--- src/rtl/div_arbiter.sv ---
// Two-requester round-robin front end for a shared radix-2 divider.
// Optional DIV_ZERO_BYPASS_EN answers zero-divisor requests without the divider.
module div_arbiter #(
  parameter int TIMEOUT = 31
) (
  input  logic        clk,
  input  logic        rst,
  input  logic [1:0]  req_valid,
  output logic [1:0]  req_ready,
  input  logic [1:0]  req_sign,
  input  logic [15:0] req_dividend,
  input  logic [15:0] req_divisor,
  output logic [1:0]  rsp_valid,
  input  logic [1:0]  rsp_ready,
  output logic [15:0] rsp_result,
  output logic        rsp_err,
  output logic        div_opn_valid,
  output logic        div_sign,
  output logic [7:0]  div_dividend,
  output logic [7:0]  div_divisor,
  input  logic        div_res_valid,
  input  logic [15:0] div_result,
  output logic        busy
);

  localparam int CW = (TIMEOUT < 2) ? 1 : $clog2(TIMEOUT + 1);

  typedef enum logic [1:0] {
    IDLE,
    ISSUE,
    WAIT,
    RESP
  } state_t;

  state_t          state;
  state_t          state_nx;
  logic            last;
  logic            id;
  logic            win;
  logic            accept;
  logic            tout;
  logic            sign_q;
  logic [7:0]      dvd_q;
  logic [7:0]      dvs_q;
  logic [15:0]     res_q;
  logic            err_q;
  logic [CW-1:0]   cnt;
  logic            win_sign;
  logic [7:0]      win_dvd;
  logic [7:0]      win_dvs;
`ifdef DIV_ZERO_BYPASS_EN
  logic            zero;
`endif

  // Both requesting: the lane not granted last time wins.
  always_comb begin
    win = 1'b0;
    if (req_valid == 2'b11) win = ~last;
    else if (req_valid[1])  win = 1'b1;
  end

  assign accept   = (state == IDLE) && (|req_valid);
  assign tout     = (cnt == CW'(TIMEOUT - 1));
  assign win_sign = win ? req_sign[1] : req_sign[0];
  assign win_dvd  = win ? req_dividend[15:8] : req_dividend[7:0];
  assign win_dvs  = win ? req_divisor[15:8] : req_divisor[7:0];
`ifdef DIV_ZERO_BYPASS_EN
  assign zero     = (win_dvs == 8'd0);
`endif

  always_ff @(posedge clk) begin
    if (rst) state <= IDLE;
    else     state <= state_nx;
  end

  always_comb begin
    state_nx      = state;
    div_opn_valid = 1'b0;
    case (state)
      IDLE: begin
        if (accept) begin
`ifdef DIV_ZERO_BYPASS_EN
          state_nx = zero ? RESP : ISSUE;
`else
          state_nx = ISSUE;
`endif
        end
      end
      ISSUE: begin
        div_opn_valid = 1'b1;
        state_nx      = WAIT;
      end
      WAIT: begin
        if (div_res_valid || tout) state_nx = RESP;
      end
      RESP: begin
        if (rsp_ready[id]) state_nx = IDLE;
      end
      default: state_nx = IDLE;
    endcase
  end

  always_ff @(posedge clk) begin
    if (rst) begin
      last   <= 1'b1;
      id     <= 1'b0;
      sign_q <= 1'b0;
      dvd_q  <= 8'd0;
      dvs_q  <= 8'd0;
      res_q  <= 16'd0;
      err_q  <= 1'b0;
      cnt    <= '0;
    end else begin
      cnt <= (state == WAIT) ? cnt + 1'b1 : '0;
      if (accept) begin
        last   <= win;
        id     <= win;
        sign_q <= win_sign;
        dvd_q  <= win_dvd;
        dvs_q  <= win_dvs;
`ifdef DIV_ZERO_BYPASS_EN
        if (zero) begin
          res_q <= 16'hFFFF;
          err_q <= 1'b1;
        end
`endif
      end
      // A result arriving on the timeout cycle still wins.
      if (state == WAIT) begin
        if (div_res_valid) begin
          res_q <= div_result;
          err_q <= 1'b0;
        end else if (tout) begin
          res_q <= 16'h0000;
          err_q <= 1'b1;
        end
      end
    end
  end

  assign req_ready    = accept ? {win, ~win} : 2'b00;
  assign rsp_valid    = (state == RESP) ? {id, ~id} : 2'b00;
  assign rsp_result   = res_q;
  assign rsp_err      = err_q;
  assign div_sign     = sign_q;
  assign div_dividend = dvd_q;
  assign div_divisor  = dvs_q;
  assign busy         = (state != IDLE);

endmodule
--- config.mk ---
export PLATFORM = sky130hd
export DESIGN_NAME = div_arbiter
export DESIGN_NICKNAME = d
export VERILOG_FILES = /design/src/rtl/div_arbiter.sv
export SDC_FILE = /design/constraint.sdc
export NUM_CORES = 1
export LEC_CHECK = 0
export CORE_ASPECT_RATIO = 1.4
export CORE_UTILIZATION = 35
export CTS_CLUSTER_SIZE = 20
export DETAILED_ROUTE_END_ITERATION = 16
export GPL_ROUTABILITY_DRIVEN = 0
export HOLD_SLACK_MARGIN = 0.12
export PLACE_DENSITY = 0.74
export SETUP_SLACK_MARGIN = 0.15
export SLEW_MARGIN = 20
export SYNTH_ARGS = -nofsm -noshare
export SYNTH_HDL_FRONTEND = slang
export SYNTH_SLANG_ARGS = --single-unit
--- constraint.sdc ---
create_clock -name clk -period 1.74 [get_ports clk]
set_clock_uncertainty 0.15 [all_clocks]
set_input_delay 0.435 -clock clk [delete_from_list [all_inputs] [get_ports clk]]
set_output_delay 0.435 -clock clk [all_outputs]
set_load 0.01 [all_outputs]
==> impl_summary.log <==
INFO  metric status = complete, but fails checks
INFO  metric failed_checks = setup timing
INFO  metric std_cell_rows = 31
INFO  metric coreArea = 0.00528 mm2
INFO  metric tritoncts_num_sinks = 43
INFO  metric cts_root_buf = sky130_fd_sc_hd__clkbuf_8
INFO  metric dieWidth = 65.1 um
INFO  metric floorplan.io_pins = 97
INFO  metric detail_route.wl_per_cell = 14.9 um
INFO  metric dr_iter_0_viols = 71
INFO  metric intPower = 2.68 mW
INFO  metric ys_seq_area_frac = 0.441
INFO  metric detailed_place.area = 0.00310 mm2
INFO  metric syn-cell-area = roughly 0.0020 mm2
INFO  metric drt_pre_antenna_iters = 4
INFO  metric post-synth-top-area-fraction = 0.441
INFO  metric fin_crit = 1.76 ns
INFO  metric final_core_utilization = 0.663
INFO  metric vdd.ir_drop.worst = ~0.60 mV
INFO  metric tritoncts = done
INFO  metric detail-route-antenna-nets = 0
INFO  metric clk_path_buf_depth = 2
INFO  metric cp_data_arrival_time = 1.17 ns
INFO  metric wirelength = 5590 um
INFO  metric comb_power_share = 0.505
INFO  metric setup_slack = -0.0157 ns
INFO  metric layout_common_cells = sky130_fd_sc_hd__clkdlybuf4s50_1 (53), sky130_fd_sc_hd__nor2_1 (41), sky130_fd_sc_hd__dfxtp_1 (40), sky130_fd_sc_hd__dlygate4sd2_1 (34), sky130_fd_sc_hd__a22oi_2 (31)
INFO  metric synth_warnings = 0
INFO  metric r2r-end = state[1]
INFO  metric drcViolationCount = 0
INFO  metric hold_buffers = 0
INFO  metric synth_edf_count = 0
INFO  metric powerDensity = 1140 mW/mm2
INFO  metric holdWs = 0.314 ns
INFO  metric min-delay-start = rsp_err
INFO  metric design_area = 0.00350 mm2
INFO  metric min_path_cells = 2
INFO  metric cpMaxStageDelayCell = sky130_fd_sc_hd__dfxtp_2
INFO  metric swShare = 0.330
INFO  metric timing.final.crit_share = 1.01
INFO  metric holdCritPathClass = register to register
INFO  metric dr_total_vias = 1907
INFO  metric timing.final.setup_violations = 3
INFO  metric filler_cell_count = 450
INFO  metric power.share.sequential = 0.324
INFO  metric buffer_ports.inserted = 96
INFO  metric critPathKind = register to output port
INFO  metric viasPerCell = 5.07
INFO  metric design_power_total = 3.99 mW
INFO  metric power.clock.fraction = 0.171
INFO  metric ctsHtreeMaxLevel = 2
INFO  metric synth-seq-cells = 43
INFO  metric die_y_extent = approximately 90 um
INFO  metric clkTransAtPathRegs = 0.08 ns
INFO  metric worst_hold_path.endpoint = rsp_err
INFO  metric grt_pass1_wl = 8680 um
INFO  metric critPathMaxFanout = 3
INFO  metric ff2ff_setup_slack = 0.11 ns
INFO  metric yosysTopAreaCell = sky130_fd_sc_hd__dfxtp_1
INFO  metric critical_path.n_buffers_inverters = 2
INFO  metric largest_stage_delay_worst_path = 0.34 ns
INFO  metric syn-num-nets = between 200 and 300
INFO  metric timing_max_transition_violations_final = 0
INFO  metric rr_worst_depth = 7
INFO  metric n_antenna_cell = 0
INFO  metric floorplan.die_area = 0.00589 mm2
INFO  metric crit_path_cell_trace = buf_6, ha_4, and2_1, buf_2
INFO  metric synthArstFlopShare = 0
INFO  metric dpl.hpwl = between 3000 and 4000 um
INFO  metric start_util = 0.370
INFO  metric rsz_0062_raised_after_global_routing = true
INFO  metric setup.worst_path.start_class = register
INFO  metric reg2reg_from = state[0]
INFO  metric cts_inserted_buffers = 5
INFO  metric synth_ff_type = sky130_fd_sc_hd__dfxtp_1
INFO  metric grt_start_max_net_pins = 24
INFO  metric antenna_found_initial = 0
INFO  metric critical-path-top-delay-family = flip-flops
INFO  metric critical_path_required = 1.15 ns
INFO  metric yosys.cell_types.count = 30
INFO  metric post_route_cells_drive_above_1_share = 0.329
INFO  metric grt_remaining_overflow = 0
INFO  metric grt_usage = 0.187
INFO  metric final-hold-violation-count = 0
INFO  metric post_synth_inst_count = 188
INFO  metric max_cap_violations = 0
INFO  metric postSynthAreaPerCell = 10.4 um2
INFO  metric slew_headroom = 0.731
INFO  metric area_growth_syn_to_layout = 79.1%
INFO  metric switching_power = 1.32 mW
INFO  metric layout.nets = 372
INFO  metric clock_latency = 0.29 ns
INFO  metric layout.cells.most_common = sky130_fd_sc_hd__clkdlybuf4s50_1
INFO  metric crit_path_end_kind = output port
INFO  metric ys_top_cells_by_area = sky130_fd_sc_hd__dfxtp_1 (44%), sky130_fd_sc_hd__a22oi_2 (12%), sky130_fd_sc_hd__a32o_1 (8.7%)
INFO  metric worstMarginPinSlew = roughly 0.39 ns
INFO  metric fmax = 0.570 GHz
INFO  metric first_global_vias = 1922
INFO  metric leakage = about 1.5 nW
-- state kept, by name, summed over array words and instances, names as in the netlist --
name,cells
rsp_err,1
div_sign,1
last,1
div_dividend,8
state,2
div_divisor,8
id,1
rsp_result,16
cnt,5
-- cells by family (layout without fill, tap and decap cells) --
group	after synthesis	count (layout)	share of synthesized area
muxes	2	2	0.0103
buffers and inverters	22	144	0.0724
DFF	43	43	0.441
adders and majority gates	6	6	0.0384
xor gates and xnor gates	3	3	0.0135
AOI/OAI and AO/OA	58	58	0.308
and+or+nand+nor	54	54	0.117
-- Yosys cell counts, types with 3 or more instances --
cell type                  count
sky130_fd_sc_hd__dfxtp_1      43
sky130_fd_sc_hd__nor2_1       42
sky130_fd_sc_hd__a22oi_2      19
sky130_fd_sc_hd__a32o_1       17
sky130_fd_sc_hd__a22oi_1      14
sky130_fd_sc_hd__ha_1          6
sky130_fd_sc_hd__clkbuf_1      5
sky130_fd_sc_hd__buf_4         4
sky130_fd_sc_hd__buf_6         4
sky130_fd_sc_hd__inv_1         4
sky130_fd_sc_hd__and2_1        3
sky130_fd_sc_hd__nand2b_1      3
-- power groups by stage --
stage | logic (mW) | clock network, mW | registers [mW]
after floorplan | 0.739 | 0 | 1.37
after global placement | 1.61 | 0 | 1.29
after detailed placement | 1.63 | 0 | 1.30
after CTS | 1.83 | 0.706 | 1.28
after global routing | 2.17 | 0.746 | 1.32
final | 2.02 | 0.683 | 1.29
-- worst register-to-register path: cells and delay by family, from the launching register on --
kind,cells,cell delay (ns)
compound gates,1,0.25
fa+ha+maj,1,0.16
buf+inv,3,0.35
flops,1,0.34
mux,1,0.22
simple gates,1,0.06
-- layer usage --
layer	wire, um	track usage	share of wire
met5	0	0	0
met2	2950	0.339	0.53
met3	450	0.0556	0.081
met1	2120	0.206	0.38
met4	66	0.0489	0.012
-- worst max path at each step --
stage | start | cells after the start | end | slack [ns]
floorplan | state[0] | 7 | rsp_result[10] | 0.16
global placement | req_valid[0] | 4 | req_ready[1] | -0.67
detailed placement | req_valid[0] | 4 | req_ready[1] | -0.67
CTS | state[1] | 5 | req_ready[0] | -0.03
global route | state[0] | 4 | rsp_valid[0] | -0.06
finish | state[0] | 4 | rsp_valid[1] | -0.02
-- stage by stage --
| stage | worst slack [ns] | TNS (ns) | instances |
|---|---|---|---|
| finish | -0.0157 | -0.0342 | 376 |
| detailed placement | -0.674 | -9.73 | 356 |
| CTS | -0.0328 | -0.0930 | 372 |
| global route | -0.0566 | -0.200 | 376 |
| floorplan | 0.157 | 0 | 188 |
| global placement | -0.674 | -8.84 | 356 |
-- cell type report --
class | instances | area, um2 | share of cell area
clock buffers | 8 | 100 | 0.0286
inverters | 6 | 22.5 | 0.00644
multi-input cells | 123 | 1130 | 0.323
flip-flops and latches | 43 | 865 | 0.247
well taps | 66 | 82.6 | 0.0236
repair buffers | 130 | 1300 | 0.371
-- what timing repair did --
item / CTS / global route
pin swaps: 7 / 10
resized for setup: 93 / 21
endpoints found under the setup margin: 61 / 38
cloned: 1 / 1
setup buffers: 7 / 3
Note: power is estimated with default switching activity, not from simulation.
